File: config.mk
export PLATFORM = sky130hd
export DESIGN_NAME = multicycle_control_fsm_flat
export DESIGN_NICKNAME = d
export VERILOG_FILES = /design/src/rtl/multicycle_control_fsm_pkg.sv /design/src/rtl/multicycle_control_fsm_if.sv /design/src/rtl/multicycle_control_fsm_alu_decoder.sv /design/src/rtl/multicycle_control_fsm.sv /design/src/flat_wrapper.sv
export SDC_FILE = /design/constraint.sdc
export NUM_CORES = 1
export LEC_CHECK = 0
export ABC_AREA = 1
export CAP_MARGIN = 20
export CELL_PAD_IN_SITES_DETAIL_PLACEMENT = 0
export CELL_PAD_IN_SITES_GLOBAL_PLACEMENT = 1
export CORE_MARGIN = 3
export CORE_UTILIZATION = 23
export DETAILED_ROUTE_END_ITERATION = 16
export GPL_ROUTABILITY_DRIVEN = 0
export PLACE_DENSITY_LB_ADDON = 0.1
export SETUP_SLACK_MARGIN = 0.3
export SKIP_LAST_GASP = 1
export SYNTH_ARGS = -nofsm -noshare
export SYNTH_HDL_FRONTEND = slang
export SYNTH_HIERARCHICAL = 1
export SYNTH_SLANG_ARGS = --single-unit
File: constraint.sdc
create_clock -name clk -period 1.75 [get_ports clk]
set_input_delay 0.2625 -clock clk [delete_from_list [all_inputs] [get_ports clk]]
set_output_delay 0.2625 -clock clk [all_outputs]
set_load 0.03 [all_outputs]
File: src/rtl/multicycle_control_fsm_pkg.sv
// Shared types and encodings for the multicycle MIPS main controller.
// CTRL_ADDI_EN adds the ADDIEXEC/ADDIWB states for addi support.
package mips_ctrl_pkg;

    typedef enum logic [3:0] {
        FETCH    = 4'd0,
        DECODE   = 4'd1,
        MEMADR   = 4'd2,
        MEMREAD  = 4'd3,
        MEMWB    = 4'd4,
        MEMWRITE = 4'd5,
        EXECUTE  = 4'd6,
        ALUWB    = 4'd7,
        BRANCH   = 4'd8,
`ifdef CTRL_ADDI_EN
        JUMP     = 4'd9,
        ADDIEXEC = 4'd10,
        ADDIWB   = 4'd11
`else
        JUMP     = 4'd9
`endif
    } state_t;

    localparam logic [5:0] OP_RTYPE = 6'b000000;
    localparam logic [5:0] OP_LW    = 6'b100011;
    localparam logic [5:0] OP_SW    = 6'b101011;
    localparam logic [5:0] OP_BEQ   = 6'b000100;
    localparam logic [5:0] OP_J     = 6'b000010;
    localparam logic [5:0] OP_ADDI  = 6'b001000;

    localparam logic [5:0] FUNCT_ADD = 6'b100000;
    localparam logic [5:0] FUNCT_SUB = 6'b100010;
    localparam logic [5:0] FUNCT_AND = 6'b100100;
    localparam logic [5:0] FUNCT_OR  = 6'b100101;
    localparam logic [5:0] FUNCT_SLT = 6'b101010;

    typedef enum logic [1:0] {
        ALUOP_ADD   = 2'b00,
        ALUOP_SUB   = 2'b01,
        ALUOP_FUNCT = 2'b10
    } aluop_t;

    localparam logic [2:0] ALU_ADD = 3'b010;
    localparam logic [2:0] ALU_SUB = 3'b110;
    localparam logic [2:0] ALU_AND = 3'b000;
    localparam logic [2:0] ALU_OR  = 3'b001;
    localparam logic [2:0] ALU_SLT = 3'b111;

endpackage

File: src/rtl/multicycle_control_fsm_if.sv
// Controller <-> datapath bundle: instruction fields and ALU zero in, control strobes out.
// The slave modport is the controller side.
interface multicycle_control_fsm_if #(parameter int STATE_W = 4);
    logic [5:0]         op;
    logic [5:0]         funct;
    logic               zero;
    logic               pcen;
    logic [1:0]         pcsrc;
    logic               iord;
    logic               memwrite;
    logic               irwrite;
    logic               regdst;
    logic               memtoreg;
    logic               regwrite;
    logic               alusrca;
    logic [1:0]         alusrcb;
    logic [2:0]         alucontrol;
    logic               illegal_op;
    logic [STATE_W-1:0] state_o;

    modport master (
        output op, funct, zero,
        input  pcen, pcsrc, iord, memwrite, irwrite, regdst, memtoreg, regwrite,
               alusrca, alusrcb, alucontrol, illegal_op, state_o
    );

    modport slave (
        input  op, funct, zero,
        output pcen, pcsrc, iord, memwrite, irwrite, regdst, memtoreg, regwrite,
               alusrca, alusrcb, alucontrol, illegal_op, state_o
    );
endinterface

File: src/rtl/multicycle_control_fsm_alu_decoder.sv
// ALU decoder: maps aluop and funct to the ALU control code; flags unknown funct
// values when the funct field is actually consulted.
module alu_decoder
    import mips_ctrl_pkg::*;
(
    input  aluop_t     aluop,
    input  logic [5:0] funct,
    output logic [2:0] alucontrol,
    output logic       bad_funct
);

    always_comb begin
        alucontrol = ALU_ADD;
        bad_funct  = 1'b0;
        case (aluop)
            ALUOP_SUB: alucontrol = ALU_SUB;
            ALUOP_FUNCT: begin
                case (funct)
                    FUNCT_ADD: alucontrol = ALU_ADD;
                    FUNCT_SUB: alucontrol = ALU_SUB;
                    FUNCT_AND: alucontrol = ALU_AND;
                    FUNCT_OR:  alucontrol = ALU_OR;
                    FUNCT_SLT: alucontrol = ALU_SLT;
                    default:   bad_funct  = 1'b1;
                endcase
            end
            default: alucontrol = ALU_ADD;
        endcase
    end

endmodule

File: src/rtl/multicycle_control_fsm.sv
// Multicycle MIPS main controller: Moore FSM sequencing fetch/decode/execute/mem/writeback.
// Define CTRL_ADDI_EN to support addi; otherwise opcode 001000 is reported as illegal.
module multicycle_control_fsm
    import mips_ctrl_pkg::*;
#(
    parameter int STATE_W = 4
) (
    input logic                     clk,
    input logic                     rst,
    multicycle_control_fsm_if.slave bus
);

    state_t     state;
    state_t     next_state;
    aluop_t     aluop;
    logic       pcwrite;
    logic       branch;
    logic [1:0] pcsrc;
    logic       iord;
    logic       memwrite;
    logic       irwrite;
    logic       regdst;
    logic       memtoreg;
    logic       regwrite;
    logic       alusrca;
    logic [1:0] alusrcb;
    logic       bad_op;
    logic       check_funct;
    logic       valid_state;
    logic       active;
    logic [2:0] alucontrol_raw;
    logic       bad_funct;

    always_ff @(posedge clk) begin
        if (rst) state <= FETCH;
        else     state <= next_state;
    end

    always_comb begin
        next_state  = FETCH;
        aluop       = ALUOP_ADD;
        pcwrite     = 1'b0;
        branch      = 1'b0;
        pcsrc       = 2'b00;
        iord        = 1'b0;
        memwrite    = 1'b0;
        irwrite     = 1'b0;
        regdst      = 1'b0;
        memtoreg    = 1'b0;
        regwrite    = 1'b0;
        alusrca     = 1'b0;
        alusrcb     = 2'b00;
        bad_op      = 1'b0;
        check_funct = 1'b0;
        valid_state = 1'b1;
        case (state)
            FETCH: begin
                irwrite    = 1'b1;
                pcwrite    = 1'b1;
                alusrcb    = 2'b01;
                next_state = DECODE;
            end
            DECODE: begin
                alusrcb = 2'b11;
                case (bus.op)
                    OP_LW, OP_SW: next_state = MEMADR;
                    OP_RTYPE:     next_state = EXECUTE;
                    OP_BEQ:       next_state = BRANCH;
                    OP_J:         next_state = JUMP;
`ifdef CTRL_ADDI_EN
                    OP_ADDI:      next_state = ADDIEXEC;
`endif
                    default:      bad_op     = 1'b1;
                endcase
            end
            MEMADR: begin
                alusrca = 1'b1;
                alusrcb = 2'b10;
                if (bus.op == OP_LW)      next_state = MEMREAD;
                else if (bus.op == OP_SW) next_state = MEMWRITE;
            end
            MEMREAD: begin
                iord       = 1'b1;
                next_state = MEMWB;
            end
            MEMWB: begin
                regwrite = 1'b1;
                memtoreg = 1'b1;
            end
            MEMWRITE: begin
                iord     = 1'b1;
                memwrite = 1'b1;
            end
            EXECUTE: begin
                alusrca     = 1'b1;
                aluop       = ALUOP_FUNCT;
                check_funct = 1'b1;
                next_state  = ALUWB;
            end
            ALUWB: begin
                regwrite = 1'b1;
                regdst   = 1'b1;
            end
            BRANCH: begin
                alusrca = 1'b1;
                aluop   = ALUOP_SUB;
                pcsrc   = 2'b01;
                branch  = 1'b1;
            end
`ifdef CTRL_ADDI_EN
            ADDIEXEC: begin
                alusrca    = 1'b1;
                alusrcb    = 2'b10;
                next_state = ADDIWB;
            end
            ADDIWB: regwrite = 1'b1;
`endif
            JUMP: begin
                pcwrite = 1'b1;
                pcsrc   = 2'b10;
            end
            default: valid_state = 1'b0;
        endcase
    end

    alu_decoder u_alu_decoder (
        .aluop      (aluop),
        .funct      (bus.funct),
        .alucontrol (alucontrol_raw),
        .bad_funct  (bad_funct)
    );

    // Reset and corrupted state encodings both silence every control strobe.
    assign active          = !rst && valid_state;
    assign bus.pcen        = active & (pcwrite | (branch & bus.zero));
    assign bus.pcsrc       = active ? pcsrc : 2'b00;
    assign bus.iord        = active & iord;
    assign bus.memwrite    = active & memwrite;
    assign bus.irwrite     = active & irwrite;
    assign bus.regdst      = active & regdst;
    assign bus.memtoreg    = active & memtoreg;
    assign bus.regwrite    = active & regwrite;
    assign bus.alusrca     = active & alusrca;
    assign bus.alusrcb     = active ? alusrcb : 2'b00;
    assign bus.alucontrol  = active ? alucontrol_raw : 3'b000;
    assign bus.illegal_op  = active & (bad_op | (check_funct & bad_funct));
    assign bus.state_o     = rst ? '0 : STATE_W'(state);

endmodule
File: src/flat_wrapper.sv
// flat-port wrapper written by rule: the top's interface ports become plain ports
module multicycle_control_fsm_flat import mips_ctrl_pkg::*;
#(
    parameter int STATE_W = 4
)
  (clk, rst, bus_op, bus_funct, bus_zero, bus_pcen, bus_pcsrc, bus_iord, bus_memwrite, bus_irwrite, bus_regdst, bus_memtoreg, bus_regwrite, bus_alusrca, bus_alusrcb, bus_alucontrol, bus_illegal_op, bus_state_o);
  multicycle_control_fsm_if #(.STATE_W(STATE_W)) bus_i ();
  input logic clk;
  input logic rst;
  input wire logic [$bits(bus_i.op)-1:0] bus_op;
  input wire logic [$bits(bus_i.funct)-1:0] bus_funct;
  input wire logic [$bits(bus_i.zero)-1:0] bus_zero;
  output wire logic [$bits(bus_i.pcen)-1:0] bus_pcen;
  output wire logic [$bits(bus_i.pcsrc)-1:0] bus_pcsrc;
  output wire logic [$bits(bus_i.iord)-1:0] bus_iord;
  output wire logic [$bits(bus_i.memwrite)-1:0] bus_memwrite;
  output wire logic [$bits(bus_i.irwrite)-1:0] bus_irwrite;
  output wire logic [$bits(bus_i.regdst)-1:0] bus_regdst;
  output wire logic [$bits(bus_i.memtoreg)-1:0] bus_memtoreg;
  output wire logic [$bits(bus_i.regwrite)-1:0] bus_regwrite;
  output wire logic [$bits(bus_i.alusrca)-1:0] bus_alusrca;
  output wire logic [$bits(bus_i.alusrcb)-1:0] bus_alusrcb;
  output wire logic [$bits(bus_i.alucontrol)-1:0] bus_alucontrol;
  output wire logic [$bits(bus_i.illegal_op)-1:0] bus_illegal_op;
  output wire logic [$bits(bus_i.state_o)-1:0] bus_state_o;
  assign bus_i.op = bus_op;
  assign bus_i.funct = bus_funct;
  assign bus_i.zero = bus_zero;
  assign bus_pcen = bus_i.pcen;
  assign bus_pcsrc = bus_i.pcsrc;
  assign bus_iord = bus_i.iord;
  assign bus_memwrite = bus_i.memwrite;
  assign bus_irwrite = bus_i.irwrite;
  assign bus_regdst = bus_i.regdst;
  assign bus_memtoreg = bus_i.memtoreg;
  assign bus_regwrite = bus_i.regwrite;
  assign bus_alusrca = bus_i.alusrca;
  assign bus_alusrcb = bus_i.alusrcb;
  assign bus_alucontrol = bus_i.alucontrol;
  assign bus_illegal_op = bus_i.illegal_op;
  assign bus_state_o = bus_i.state_o;
  multicycle_control_fsm #(.STATE_W(STATE_W)) u_core (.clk(clk), .rst(rst), .bus(bus_i));
endmodule
Word level (Yosys, flattened, before mapping)
Cells that the tools add are included.
- eq/ne operators: 20
- muxes and demuxes: 28
- bitwise logic cells: 13
- reduce and logical (&&, ||, !) cells: 12
- operators with widths (kind ; count):
    == test 6 bit (second input constant) ; 7
    case mux 4 bit (5 select lines) ; 1
    == test 4 x 3 -> 1 bit (second input constant) ; 4
    case mux 4 bit (4 select lines) ; 1
    2-to-1 mux 1 bit ; 15
    case mux 3 bit (4 select lines) ; 1
    AND 1 bit ; 11
    OR reduction 10 bit ; 1
    OR reduction 5 bit ; 2
    == test 4 x 2 -> 1 bit (second input constant) ; 2
    == test 4 bit (second input constant) ; 2
    2-to-1 mux 4 bit ; 2
    case mux 2 bit (2 select lines) ; 2
    OR reduction 2 bit ; 4
    == test 6 x 2 -> 1 bit (second input constant) ; 1
    == test 6 x 3 -> 1 bit (second input constant) ; 1
    zero test 6 bit ; 1
    2-to-1 mux 3 bit ; 2
    case mux 2 bit (3 select lines) ; 1
    case mux 3 bit (2 select lines) ; 1
    == test 4 x 1 -> 1 bit (second input constant) ; 1
    zero test 4 bit ; 1
    2-to-1 mux 2 bit ; 2
    OR reduction 3 bit ; 1
    other kinds (5) ; 6
- register bits after elaboration: 4
- input bits: 15
- output and inout bits: 20

Depth between registers and ports, before layout
- word-level depth: 7
- depth in mapped cells: 11
- mapped depth without buffers: 11

Hierarchy
Netlist, hierarchy kept.
- by module, submodules not included (module ; times used ; cells each ; area each (um2) ; seq. area each (um2)):
    multicycle_control_fsm ; 1 ; 100 ; 515.5 ; 80.1
    alu_decoder ; 1 ; 27 ; 138.9 ; 0.0

Worst setup path after synthesis
OpenSTA, ideal clock, no wires.
- path type: flip-flop to output port
- from: register u_core.state[2]
- to: output port bus_illegal_op
- arrival: 1.680 ns
- required time: 1.487 ns
- setup slack: -0.193 ns
- stages on the path, launching flop included: 11
- path through: dfxtp_1 inv_2 nor2_1 inv_1 nor2_2 ha_1 nand2_1 nor2_1 nor3b_1 nor2_1 nor2_1
- cells in the longest elaborated chain, start to end: 7
- RTL lines (item ; RTL line ; text):
    start, declared ; multicycle_control_fsm.sv:13 ; state_t state;
    start signal, assigned ; multicycle_control_fsm.sv:36 ; else state <= next_state;
    == test 4 bit or == test 4 x 3 -> 1 bit (tied branches) ; multicycle_control_fsm.sv:56 ; case (state)
    case mux 2 bit (2 select lines) (*) ; multicycle_control_fsm.sv:56 ;
    named net u_core.aluop[1] ; multicycle_control_fsm.sv:15 ; aluop_t aluop;
    == test 2 bit (*) ; multicycle_control_fsm_alu_decoder.sv:15 ; case (aluop)
    2-to-1 mux 1 bit (*) ; multicycle_control_fsm_alu_decoder.sv:15 ;
    named net u_core.bad_funct ; multicycle_control_fsm.sv:32 ; logic bad_funct;
    AND 1 bit (*) ; multicycle_control_fsm.sv:146 ; assign bus.illegal_op = active & (bad_op | (check_funct & bad_funct));
    OR 1 bit (*) ; multicycle_control_fsm.sv:146 ;
    AND 1 bit (*) ; multicycle_control_fsm.sv:146 ;
    end, declared ; flat_wrapper.sv:24 ; output wire logic [$bits(bus_i.illegal_op)-1:0] bus_illegal_op;
Mark *: on every way through the listed nets, which the timed path passes. The rest lies on a longest branch.

Worst setup path after layout
- from: register u_core.state[1]
- to: output port bus_illegal_op
- cells in the longest elaborated chain, start to end: 7
- RTL lines (item ; RTL line):
    == test 4 bit or == test 4 x 3 -> 1 bit (tied branches) ; multicycle_control_fsm.sv:56
    case mux 2 bit (2 select lines) ; multicycle_control_fsm.sv:56
    == test 2 bit ; multicycle_control_fsm_alu_decoder.sv:15
    2-to-1 mux 1 bit ; multicycle_control_fsm_alu_decoder.sv:15
    AND 1 bit ; multicycle_control_fsm.sv:146
    OR 1 bit ; multicycle_control_fsm.sv:146
    AND 1 bit (*) ; multicycle_control_fsm.sv:146
Mark *: on every way between the ends. The rest lies on a longest branch, timed or not.

==> flow_summary.ini <==
[status]
status = finished, violations left
violations = negative setup slack

[clock_tree]
clk_latency_ns = 0.23
root_buffer = clkbuf_4
htreeDepth = 1
clock_sinks = 4
clkSlewWorstSetupHoldPaths_ns = 0.04
clockBufferDepth = 2
cts_tree = done
numCtsBuffers = 3

[timing]
slew_violations = 0
final-hold-violation-count = 0
tightest_slew_ns = 0.257
setup_slack_ns = -0.162
slew_headroom = 0.828
clock_skew_ns = 0.00744
rsz0062_at_grt = true
final.setup.tns_ns = -0.717
finalCritPeriodShare = 1.09
final-setup-viol-count = 10
period_minus_slack_ns = 1.91
fmax_mhz = 523

[logic_synthesis]
synth_cells = 127
synthTopCellsByArea = nor2_1 (20%), inv_1 (15%), dfxtp_1 (12%), nand2_1 (11%), nand3_1 (9.2%)
avgSynthCellArea_um2 = 5.15
syn_area_um2 = 654
synth_fp_nets = 144
ys_ff_latch = 4
synth_cell_types = 21
yosys_warnings = 6
synth_top_area_cell = nor2_1
synth_top_area_frac = 0.201
ys_seq_area_frac = 0.122

[power]
total_power_mw = 0.439
ir_worst_vdd_uv = 531
p_leak_nw = 0.770
power_density_nw_per_um2 = 259

[place]
portBuffers = 34
dp_slack_ns = -0.131
place_hpwl_um = 1910
post-place-cells = 215
placed_cell_area_um2 = 1250

[detailed_routing]
drtAntennaViolNets = 0
detail_route.vias_per_cell = 4.56
vias = 1058
avgRoutedWirePerCell_um = 11.5
initialDrtViolationCount = 22
drc = 0
wl_um = 2680
first_pass_iters = 4

[global_route]
grt.total_usage = 0.152
grt_pass1_wl_um = 4200
grt_max_degree = 7
antenna_found_initial = 0
grt_pass1_vias = 1007
overflow = 0

[setup_path]
cpMostUsedCell = nor2_4
end_kind = output pin
slowest_delay_ns = 0.35
critPathSlowestCell = dfxtp_4
path_cells = buf_4, inv_1, nand2_4, nor2_4, nand3_1, nor2_1, nor2_2, nor2_4, buf_6
crit_path_max_fanout = 5
critPathLaunchType = register
crit_required_ns = 1.49
criticalPathCategory = register to output pin
cp.arrival_ns = 1.65

[floorplanning]
top_level_ports = 35
core_um2 = 2590
die_h_um = 59.3
die-area_um2 = 3520
rows = 18
dieWidth_um = 59.3
initial_utilization = 0.253

[finish]
largest_reg_flops = 4
drive_gt1_frac = 0.619
diodes = 0
final_cell_mix = buf_4 (31), buf_6 (26), nor2_1 (17)
final.fill_count = 237
final_common_cell = buf_4
finalNonFillerCells = 232
nets = 221
largestRegisters = u_core/state x4
top_register = u_core/state
area_growth_pct = 159
final_area_um2 = 1700

[hold_path]
hp-class = register to register

[job]
cap_violations = 0
## area by class of cell
| class | instances | area [um^2] | share of cell area |
|---|---|---|---|
| clock buffer | 3 | 22.5 | 0.0133 |
| inverter | 29 | 131 | 0.0774 |
| multi-input combinational | 94 | 728 | 0.429 |
| sequential | 4 | 92.6 | 0.0545 |
| tap | 30 | 37.5 | 0.0221 |
| timing repair buffer | 72 | 686 | 0.404 |
## cells in the mapped netlist (all sizes together)
library cell  number
nand3b             1
nand2             22
nor3b              1
nand3             12
a31oi              1
o21a               1
nor4               1
o21ai              3
dfxtp              4
nor2              39
a21oi              5
nor3               2
nand4              4
inv               29
ha                 2
## report_power, final
| group | leakage, nW | internal (mW) | switching (mW) |
|---|---|---|---|
| clock | 0.0138 | 0.0765 | 0.0346 |
| combinational | 0.721 | 0.114 | 0.120 |
| sequential | 0.0352 | 0.0910 | 0.00365 |
| total | 0.770 | 0.282 | 0.158 |
## per-stage QoR
step | util | hold WS [ns]
6_report | 0.656 | 0.649
5_1_grt | 0.656 | 0.671
4_1_cts | 0.566 | 0.644
3_5_place_dp | 0.483 | 0.488
3_3_place_gp | 0.483 | 0.486
2_1_floorplan | - | 0.324
## repair_timing
action / 4_1_cts / 5_1_grt
pin swaps: 9 / 7
endpoints found under the setup margin: 16 / 19
cloned: 0 / 0
hold buffers: 0 / 0
gates resized for setup: 38 / 49
buffers inserted: 8 / 6
## metal layers
| layer | GRT usage | part of all wire | vias to the layer above |
|---|---|---|---|
| li1 | - | - | 546 |
| met1 | 0.181 | 0.41 | 487 |
| met2 | 0.279 | 0.54 | 23 |
| met3 | 0.0283 | 0.046 | 2 |
| met4 | 0.0291 | 0.0037 | 0 |
| met5 | 0 | 0 | - |
## path summary, 6_finish.rpt
kind / from / endpoint / slack (ns) / cells past startpoint
max: u_core/state[1]$_SDFF_PP0_ / bus_illegal_op / -0.16 / 9
min: u_core/state[0]$_SDFF_PP0_ / u_core/state[3]$_SDFF_PP0_ / 0.65 / 3
max reg2reg: u_core/state[3]$_SDFF_PP0_ / u_core/state[0]$_SDFF_PP0_ / 0.43 / 10
min reg2reg: u_core/state[0]$_SDFF_PP0_ / u_core/state[3]$_SDFF_PP0_ / 0.65 / 3
## critical path, delay by kind of cell, from the launching register on
| family | cells | cell delay, ns |
|---|---|---|
| DFF | 1 | 0.35 |
| and+or+nand+nor | 6 | 0.67 |
| buffers and inverters | 3 | 0.41 |
## logic make-up (layout without fill, tap and decap cells)
family,count (synthesis),count (layout),synth area share
AND/OR/NAND/NOR,82,82,0.574
flip-flops,4,4,0.122
AO/OA/AOI/OAI,10,10,0.0994
buffers and inverters,29,104,0.166
adder cells (fa/ha/maj),2,2,0.0382
Note: power is estimated with default switching activity, not from simulation.
